### config.mk
export PLATFORM = sky130hd
export DESIGN_NAME = feature_col_feeder
export DESIGN_NICKNAME = d
export VERILOG_FILES = /design/src/rtl/feature_col_feeder.sv
export SDC_FILE = /design/constraint.sdc
export NUM_CORES = 1
export LEC_CHECK = 0
export CAP_MARGIN = 20
export CORE_MARGIN = 3
export CORE_UTILIZATION = 51
export DETAILED_ROUTE_END_ITERATION = 16
export PLACE_DENSITY = 0.85
export SLEW_MARGIN = 20
export SYNTH_ARGS = -nofsm -noshare
export SYNTH_HDL_FRONTEND = slang
export SYNTH_SLANG_ARGS = --single-unit
### constraint.sdc
create_clock -name clk -period 13.28 [get_ports clk]
set_input_delay 2.656 -clock clk [delete_from_list [all_inputs] [get_ports clk]]
set_output_delay 2.656 -clock clk [all_outputs]
set_load 0.02 [all_outputs]
### src/rtl/feature_col_feeder.sv
// ---------------------------------------------------------------------------
// feature_col_feeder
//   Column transmitter for vertical_reg. For every requested K x K window it
//   reads K column vectors from the feature line buffer (1-cycle read
//   latency), registers each one onto the column bus picked by in_select and
//   pulses enable at the start of the load. When vertical_reg reports
//   shift_done, in_select flips so the next window lands on the other bus.
//   The window origin advances by col_stride columns per window.
//
// Ports
//   clk, rst        clock, asynchronous active-high reset
//   start           1-cycle run request (ignored while busy)
//   kn_size_mode    kernel size select (K=5 or K=3), latched at start
//   base_addr       column address of window 0, column 0
//   col_stride      address step between windows
//   num_windows     windows in this run
//   compute_ready   downstream can take the next window load
//   rd_en, rd_addr  line-buffer read strobe / address
//   rd_data         line-buffer data, valid the cycle after rd_en
//   enable          one-cycle pulse to vertical_reg at the start of a load
//   in_select       selects which column bus feeds vertical_reg
//   dia_0, dia_1    registered column buses
//   shift_done      vertical_reg finished shifting the window in
//   win_loaded      one-cycle pulse per completed window
//   busy            run in progress
//   done            one-cycle pulse at the end of a run
// ---------------------------------------------------------------------------
module feature_col_feeder #(
  parameter int       Tn                 = 2,
  parameter int       KERNEL_SIZE        = 5,
  parameter int       KERNEL_SIZE_3      = 3,
  parameter int       FEATURE_WIDTH      = 8,
  parameter logic     KERNEL_SIZE_5_MODE = 1'b1,
  parameter logic     KERNEL_SIZE_3_MODE = 1'b0,
  parameter int       ADDR_WIDTH         = 12,
  parameter int       CNT_WIDTH          = 8,
  localparam int      DW                 = Tn * KERNEL_SIZE * FEATURE_WIDTH
) (
  input  logic                  clk,
  input  logic                  rst,
  input  logic                  start,
  input  logic                  kn_size_mode,
  input  logic [ADDR_WIDTH-1:0] base_addr,
  input  logic [CNT_WIDTH-1:0]  col_stride,
  input  logic [CNT_WIDTH-1:0]  num_windows,
  input  logic                  compute_ready,
  output logic                  rd_en,
  output logic [ADDR_WIDTH-1:0] rd_addr,
  input  logic [DW-1:0]         rd_data,
  output logic                  enable,
  output logic                  in_select,
  output logic [DW-1:0]         dia_0,
  output logic [DW-1:0]         dia_1,
  input  logic                  shift_done,
  output logic                  win_loaded,
  output logic                  busy,
  output logic                  done
);

  typedef enum logic [2:0] {IDLE, CHECK, LOAD, WAIT_SD, NEXT, FIN} state_t;

  state_t                state_reg;
  logic [2:0]            k_last_reg;    // K-1 for the current run
  logic [2:0]            col_reg;       // column index j being read
  logic [ADDR_WIDTH-1:0] win_addr_reg;  // origin of the current window
  logic [CNT_WIDTH-1:0]  stride_reg;
  logic [CNT_WIDTH-1:0]  num_reg;
  logic [CNT_WIDTH-1:0]  win_cnt_reg;
  logic                  cap_reg;       // rd_data is valid this cycle

  logic [ADDR_WIDTH-1:0] next_win_addr;
  assign next_win_addr = win_addr_reg + ADDR_WIDTH'(stride_reg);

  always_ff @(posedge clk or posedge rst) begin
    if (rst) begin
      state_reg    <= IDLE;
      k_last_reg   <= '0;
      col_reg      <= '0;
      win_addr_reg <= '0;
      stride_reg   <= '0;
      num_reg      <= '0;
      win_cnt_reg  <= '0;
      cap_reg      <= 1'b0;
      rd_en        <= 1'b0;
      rd_addr      <= '0;
      enable       <= 1'b0;
      in_select    <= 1'b0;
      dia_0        <= '0;
      dia_1        <= '0;
      win_loaded   <= 1'b0;
      busy         <= 1'b0;
      done         <= 1'b0;
    end else begin
      // Read data arrives one cycle after the strobe; in_select cannot change
      // while a window's columns are in flight, so it picks the bus directly.
      cap_reg <= rd_en;
      if (cap_reg) begin
        if (in_select) dia_1 <= rd_data;
        else           dia_0 <= rd_data;
      end

      case (state_reg)
        IDLE: begin
          if (start) begin
            k_last_reg   <= (kn_size_mode == KERNEL_SIZE_5_MODE) ? 3'(KERNEL_SIZE - 1)
                                                                 : 3'(KERNEL_SIZE_3 - 1);
            win_addr_reg <= base_addr;
            stride_reg   <= col_stride;
            num_reg      <= num_windows;
            busy         <= 1'b1;
            state_reg    <= CHECK;
          end
        end

        CHECK: begin
          win_cnt_reg <= '0;
          if (num_reg == '0) begin
            done      <= 1'b1;
            state_reg <= FIN;
          end else begin
            rd_en     <= 1'b1;
            rd_addr   <= win_addr_reg;
            enable    <= 1'b1;
            col_reg   <= '0;
            state_reg <= LOAD;
          end
        end

        LOAD: begin
          enable <= 1'b0;
          if (col_reg == k_last_reg) begin
            rd_en     <= 1'b0;
            state_reg <= WAIT_SD;
          end else begin
            col_reg <= col_reg + 3'd1;
            rd_addr <= rd_addr + ADDR_WIDTH'(1);
          end
        end

        WAIT_SD: begin
          if (shift_done) begin
            win_loaded  <= 1'b1;
            in_select   <= ~in_select;
            win_cnt_reg <= win_cnt_reg + CNT_WIDTH'(1);
            state_reg   <= NEXT;
          end
        end

        NEXT: begin
          win_loaded <= 1'b0;
          if (win_cnt_reg == num_reg) begin
            done      <= 1'b1;
            state_reg <= FIN;
          end else if (compute_ready) begin
            win_addr_reg <= next_win_addr;
            rd_addr      <= next_win_addr;
            rd_en        <= 1'b1;
            enable       <= 1'b1;
            col_reg      <= '0;
            state_reg    <= LOAD;
          end
        end

        FIN: begin
          done      <= 1'b0;
          busy      <= 1'b0;
          state_reg <= IDLE;
        end

        default: state_reg <= IDLE;
      endcase
    end
  end

endmodule

==> impl_results.md, run 1 <==
* Result of the run: finished clean
* Number of nets in the synthesized netlist at 857
* Post-cts sizing count at 0
* Routed wirelength normalized by instance count at 20.11 µm
* Count of antenna-violating nets left after detailed routing at 0
* Post-Route Setup TNS at 0 ns
* Count of final max-slew check failures at 0
* Global placement routability congestion at about 0.86
* Element type at the critical path end: flip-flop
* Count of mapped cells out of synthesis at 731
* Max FO, Critical Path at 21
* Total global-route track usage at 24.22%
* Number of global-route vias before repair at just over 7000
* Avg Vias per Cell at 5.554
* CP Cell Sequence: clkdlybuf4s50_1, nand2_1, nor2_2, a31oi_2, and2_1, a211o_1
* Cell area after technology mapping at 0.009627 mm²
* Library cell with the highest instance count after synthesis: dfrtp_1
* Avg Cell Area, Syn at between 10 and 15 µm²
* Hold/Removal Path Class: flip-flop to flip-flop
* Setup clock skew after layout at between 0.01 and 0.015 ns
* Clock-pin slew on the worst setup and hold paths at 0.06 ns
* Min Clock Period, post-route at between 4 and 5 ns
* TritonCTS Buffers at 24
* DRC Markers at 0
* Static Leak at between 5 and 6 nW
* Delay of the slowest critical-path stage at 0.77 ns
* Achievable clock frequency at 227.4 MHz
* Most area-consuming cells after synthesis: dfrtp_1 (58%), mux2_2 (21%), nand2_1 (1.9%), xor2_1 (1.6%), ha_1 (1.4%)
* Seq. cell area at 0.005580 mm²
* Top_reg_cell synth: dfrtp_1
* Level count of the clock H-tree at 1
* Count of buffers added by post-CTS timing repair for setup at 0
* Number of nets in the final layout at 1145
* X dimension of the die at 143.4 µm
* Power density relative to cell area at 290.3 mW/mm²
* Synth top cells by count: dfrtp_1 (223), mux2_2 (176), nand2_1 (50)
* Maximum number of pins on one net before global-route repair at 142
* Endpoints failing setup at 0
* Total of fill cells in the finished design at 1269
* Number of hold buffers added after cts at 0
* Final design utilization at between 70% and 80%
* Sum of routed wire length over all layers at 25.42 mm
* Arrival time of the worst setup path at 4.79 ns
* Initial Utilization at between 50% and 60%
* Worst relative slew slack at about a quarter
* Syn. warnings at 0
* Antenna violations before repair at 1
* Kind of critical path: input port to flip-flop
* Worst EP required at 13.67 ns
* Count of pins on the block boundary at 292
* Layout cells sized above 1 at 23.21%
* Max_cap viols at 0
* Layout-stage area growth over the synthesis result at 40.30%
* Number of library cell types mapped by synthesis at 69
* DRC marker count from the first detailed-route iteration at 391
* Worst vdd ir at about 0.00020 V
* Area of combinational cells with multiple inputs at 0.003862 mm²
* Clock Sink Count at approximately 220
* Clock tree from TritonCTS: yes
* Source-to-sink clock delay at the later pin of the worst-skew pair at 0.51 ns
* Register bit count reported by yosys at 223
* Proportion of synthesized flip-flops having asynchronous set or reset at 100.0%
* Half-perimeter wire length after placement at approximately 18 mm
* Vert. Die Dim at 143.4 µm
* Maximum number of buffers from clock root to sink at 3
* Count of input and output buffers at 291
* Post-synthesis cell type with the largest combined area: dfrtp_1
* Die ar. at 0.02056 mm²
* Number of synthesized flops with an enable pin at 0
* Biggest registers after layout: dia_0 x80, dia_1 x80
* Floorplan Core Area at 0.01827 mm²
* Fin. Hold Viols at 0
* Share of synthesized area occupied by flip-flops and latches at 57.97%
* Global route overflow at 0
* Standard cell with the maximum stage delay on the critical path: nor2_2
* Initial DRT Pass Iterations at 5
* Vias after detailed routing at approximately 7000
* Cell Rows at 49
* Top-area cell type share of the netlist area at between 50 and 60%
* Tightest Pin Transition at 1.104 ns
* First-pass GRT wire length at 39.60 mm
* RSZ-0062 raised after global routing: no
* Cell at the root of the clock tree: clkbuf_16
* Sort of element at the start of the critical path: input port
* Final clock period utilization by the worst path at 33.12%
-- worst paths after layout --
path / slack (ns) / cells past startpoint / start / endpoint
min: 0.43 / 0 / rd_en / cap_reg
min in group asynchronous: 2.72 / 2 / rst / dia_0[68]
max reg2reg: 10.57 / 5 / state_reg[1] / rd_addr[7]
min reg2reg: 0.43 / 0 / rd_en / cap_reg
max in group asynchronous: 9.18 / 3 / rst / state_reg[0]
max: 8.88 / 6 / start / win_addr_reg[10]
-- layer usage --
metal | share of wire [%] | global-route usage [%] | vias up
met5 | 0 | 0 | -
met1 | 39 | 29.94 | 3488
met3 | 5.8 | 4.293 | 47
met4 | 2.7 | 7.235 | 0
met2 | 52 | 43.54 | 250
li1 | - | - | 3235
-- layout by cell type, fill, tap and decap left out, types with 4 or more instances in the layout --
master           Yosys  final
xor2_1              18     18
buf_4                4      4
clkbuf_1            13      5
xnor2_1              5      5
or3_1                6      6
dfrtp_1            223    223
nand2_1             50     49
nor2_1              32     31
clkbuf_8             0      4
mux2i_1              5      5
inv_1                7      6
clkdlybuf4s50_1      0    291
clkbuf_16            0     25
o22ai_1              4      4
a211oi_1             5      5
a21oi_1             20     20
nand3_1              9      9
nor3_1               6      6
a31oi_1             13     13
a221oi_1             6      6
nand4_1              9      9
ha_1                11     11
mux2_2             176    176
clkinv_2             0      5
o21ai_0             23     23
a21o_1               4      4
-- cell families after synthesis --
group           synth area share, %
flops                         57.97
mux                           21.11
compound gates                7.578
xor+xnor                      2.093
simple gates                  7.526
fa+ha+maj                     1.638
buf+inv                       2.093
-- final cells by class --
| type | count | area share, % |
|---|---|---|
| Clock inverter | 7 | 0.4724 |
| Sequential cell | 223 | 41.32 |
| Inverter | 8 | 0.2779 |
| Multi-Input combinational cell | 465 | 28.60 |
| Clock buffer | 34 | 5.178 |
| Timing Repair Buffer | 297 | 22.02 |
| Antenna cell | 1 | 0.01853 |
| Tap cell | 229 | 2.121 |
-- report_power, final --
part / internal (W) / switching, W
combinational: 0.00102 / 0.00101
clock: 0.000384 / 0.000259
sequential: 0.00102 / 0.000238
-- worst max-delay path: cells and delay by family --
kind            cells  cell delay [ns]
simple gates        3             1.11
buf+inv             1             0.51
compound gates      2             0.51
-- stage by stage --
step	setup slack [ns]	total power [W]	hold slack, ns	area (µm²)	instances
6_report	8.882	0.003921	0.4328	13510	1264
5_1_grt	8.768	0.004146	0.4673	13510	1264
4_1_cts	8.810	0.003946	0.4351	13480	1262
3_5_place_dp	8.284	0.003284	0.4213	12720	1221
3_3_place_gp	8.306	0.003213	0.4052	12720	1221
2_1_floorplan	4.518	0.002437	0.4666	9627	731
(Power assumes the default switching activity.)
==> inputs of run 2 (changes only) <==
- CORE_UTILIZATION: 51 -> 47
- PLACE_DENSITY: 0.85 -> 0.79
- clock period: 13.28 -> 4.12 ns (I/O delays scaled with it)
==> impl_results.md, run 2 (synthesis gave the netlist of run 1 again) <==
* Result of the run: finished clean
* Die ar. at ~0.022 mm²
* Sum of routed wire length over all layers at 24.62 mm
* Commonest non-fill, non-tap cells in the layout: clkdlybuf4s50_1 (291), dfrtp_1 (223), mux2_2 (176), nand2_1 (49), nor2_1 (31)
* Maximum number of buffers from clock root to sink at 3
* Max FO, Critical Path at 27
* Post-Layout Cell Count at ~1300
* RSZ-0062 raised after global routing: no
* Source-to-sink clock delay at the later pin of the worst-skew pair at 0.51 ns
* Count of antenna-violating nets left after detailed routing at 0
* Standard cell with the maximum stage delay on the critical path: or2_1
* Max_cap viols at 0
* Arrival time of the worst setup path at between 3 and 4 ns
* Endpoints failing setup at 0
* Leading cell type in the layout, fill and taps excluded: clkdlybuf4s50_1
* Maximum number of pins on one net before global-route repair at 80
* Post-cts sizing count at 0
* Level count of the clock H-tree at 1
* Number of global-route vias before repair at 6886
* Achievable clock frequency at 381.7 MHz
* Worst EP required at approximately 4.5 ns
* Placed Cells incl. Taps at 1262
* Setup slack after layout at roughly 1.5 ns
* Clock-pin slew on the worst setup and hold paths at 0.06 ns
* Count of pins on the block boundary at 292
* Floorplan Core Area at 0.01978 mm²
* Kind of critical path: flip-flop to flip-flop
* Initial DRT Pass Iterations at 5
* Hold/Removal Path Class: flip-flop to flip-flop
* Static Leak at 5.680 nW
* Layout-stage area growth over the synthesis result at 41.42%
* First-pass GRT wire length at 38.46 mm
* Number of nets in the final layout at 1149
* Power, Total at 0.01262 W
* Number of hold buffers added after cts at 0
* Count of input and output buffers at 291
* Count of buffers added by post-CTS timing repair for setup at 0
* Cell at the root of the clock tree: clkbuf_16
* CP Cell Sequence: nand2b_4, or2_1, o211ai_2, a21o_1, a22o_1
* TritonCTS Buffers at 24
* Setup slack on the worst flop-to-flop path at 1.50 ns
* Half-perimeter wire length after placement at 18.13 mm
* Layout Cell Area excl Fill at around 0.014 mm²
* Routed wirelength normalized by instance count at around 19 µm
* Placed inst area at around 0.013 mm²
* Worst relative slew slack at 39.02%
* Layout cells sized above 1 at 23.68%
* Pre-CTS setup slack at 1.438 ns
* DRC marker count from the first detailed-route iteration at about 300
* X dimension of the die at 149.1 µm
* Vert. Die Dim at approximately 150 µm
* Tightest Pin Transition at between 0.9 and 1 ns
* Clock Sink Count at 223
* Biggest registers after layout: dia_0 x80, dia_1 x80
* Fin. Hold Viols at 0
* Crit path buffers/inverters at 0
* Initial Utilization at 48.67%
* Global route overflow at 0
* Cell Rows at 51
* Post-Route Setup TNS at 0 ns
* DRC Markers at 0
* Final clock period utilization by the worst path at 63.59%
* Worst vdd ir at 0.0005944 V
* Delay of the slowest critical-path stage at 0.72 ns
* Antenna violations before repair at 1
* Count of final max-slew check failures at 0
* Setup clock skew after layout at roughly 0.013 ns
* Avg Vias per Cell at 5.390
* Element type at the critical path end: flip-flop
* Min Clock Period, post-route at 2.620 ns
* Vias after detailed routing at 7034
* Kind of cell with the highest combined delay on the critical path: simple AND/OR/NAND/NOR gates
* Global placement routability congestion at 0.8181
* Power density relative to cell area at roughly 930 mW/mm²
* Sort of element at the start of the critical path: flip-flop
* Clock tree from TritonCTS: yes
* Total global-route track usage at a little over a fifth
## run 2: changes by cell type in the layout (fill, tap and decap cells not counted)
cell and change:
clkinvlp_4 +1, buf_4 +4, clkbuf_1 -1, clkinv_2 +2, buf_6 -1, inv_6 -1
bufinv_16 +1, buf_12 +1, inv_8 -1
## run 2: worst register-to-register path, cell delays in order (launching register included)
cell,delay [ns]
dfrtp_1,0.65
nand2b_4,0.24
or2_1,0.72
o211ai_2,0.42
a21o_1,0.27
a22o_1,0.21
## run 2: layer usage
metal | up-vias | wire length, µm | global-route usage, %
met5 | - | 0 | 0
met4 | 0 | 622 | 5.904
met3 | 43 | 1687 | 4.345
met2 | 238 | 12640 | 38.33
met1 | 3503 | 9667 | 26.98
li1 | 3250 | - | -
## run 2: area by class of cell
type                       instances  area (µm²)
antenna                            1       2.502
clock buffer                      33       695.7
clock inverter                     9       95.09
fill                            1480        6167
inverter                           8       33.78
multi-input combinational        465        3862
sequential                       223        5580
tap                              265       331.6
timing repair buffer             301        3013
## run 2: report_power, final
group	switching [W]	leakage, nW	internal (W)
Combinational	0.00321	2.66	0.00326
Clock	0.000835	0.397	0.00130
Sequential	0.000734	2.62	0.00328
Total	0.00478	5.68	0.00784
## run 2: worst paths after layout
kind	endpoint	startpoint	cells past startpoint
min in group asynchronous	num_reg[1]	rst	2
max in group asynchronous	dia_0[56]	rst	3
max	rd_addr[7]	state_reg[1]	5
min reg2reg	cap_reg	rd_en	0
max reg2reg	rd_addr[7]	state_reg[1]	5
min	cap_reg	rd_en	0
## run 2: metrics by stage
stage	hold WS (ns)	util (%)
4_1_cts	0.4154	68.81
5_1_grt	0.4530	68.82
3_5_place_dp	0.3998	64.81
6_report	0.4197	68.82
2_1_floorplan	0.4666	-
3_3_place_gp	0.3982	64.81
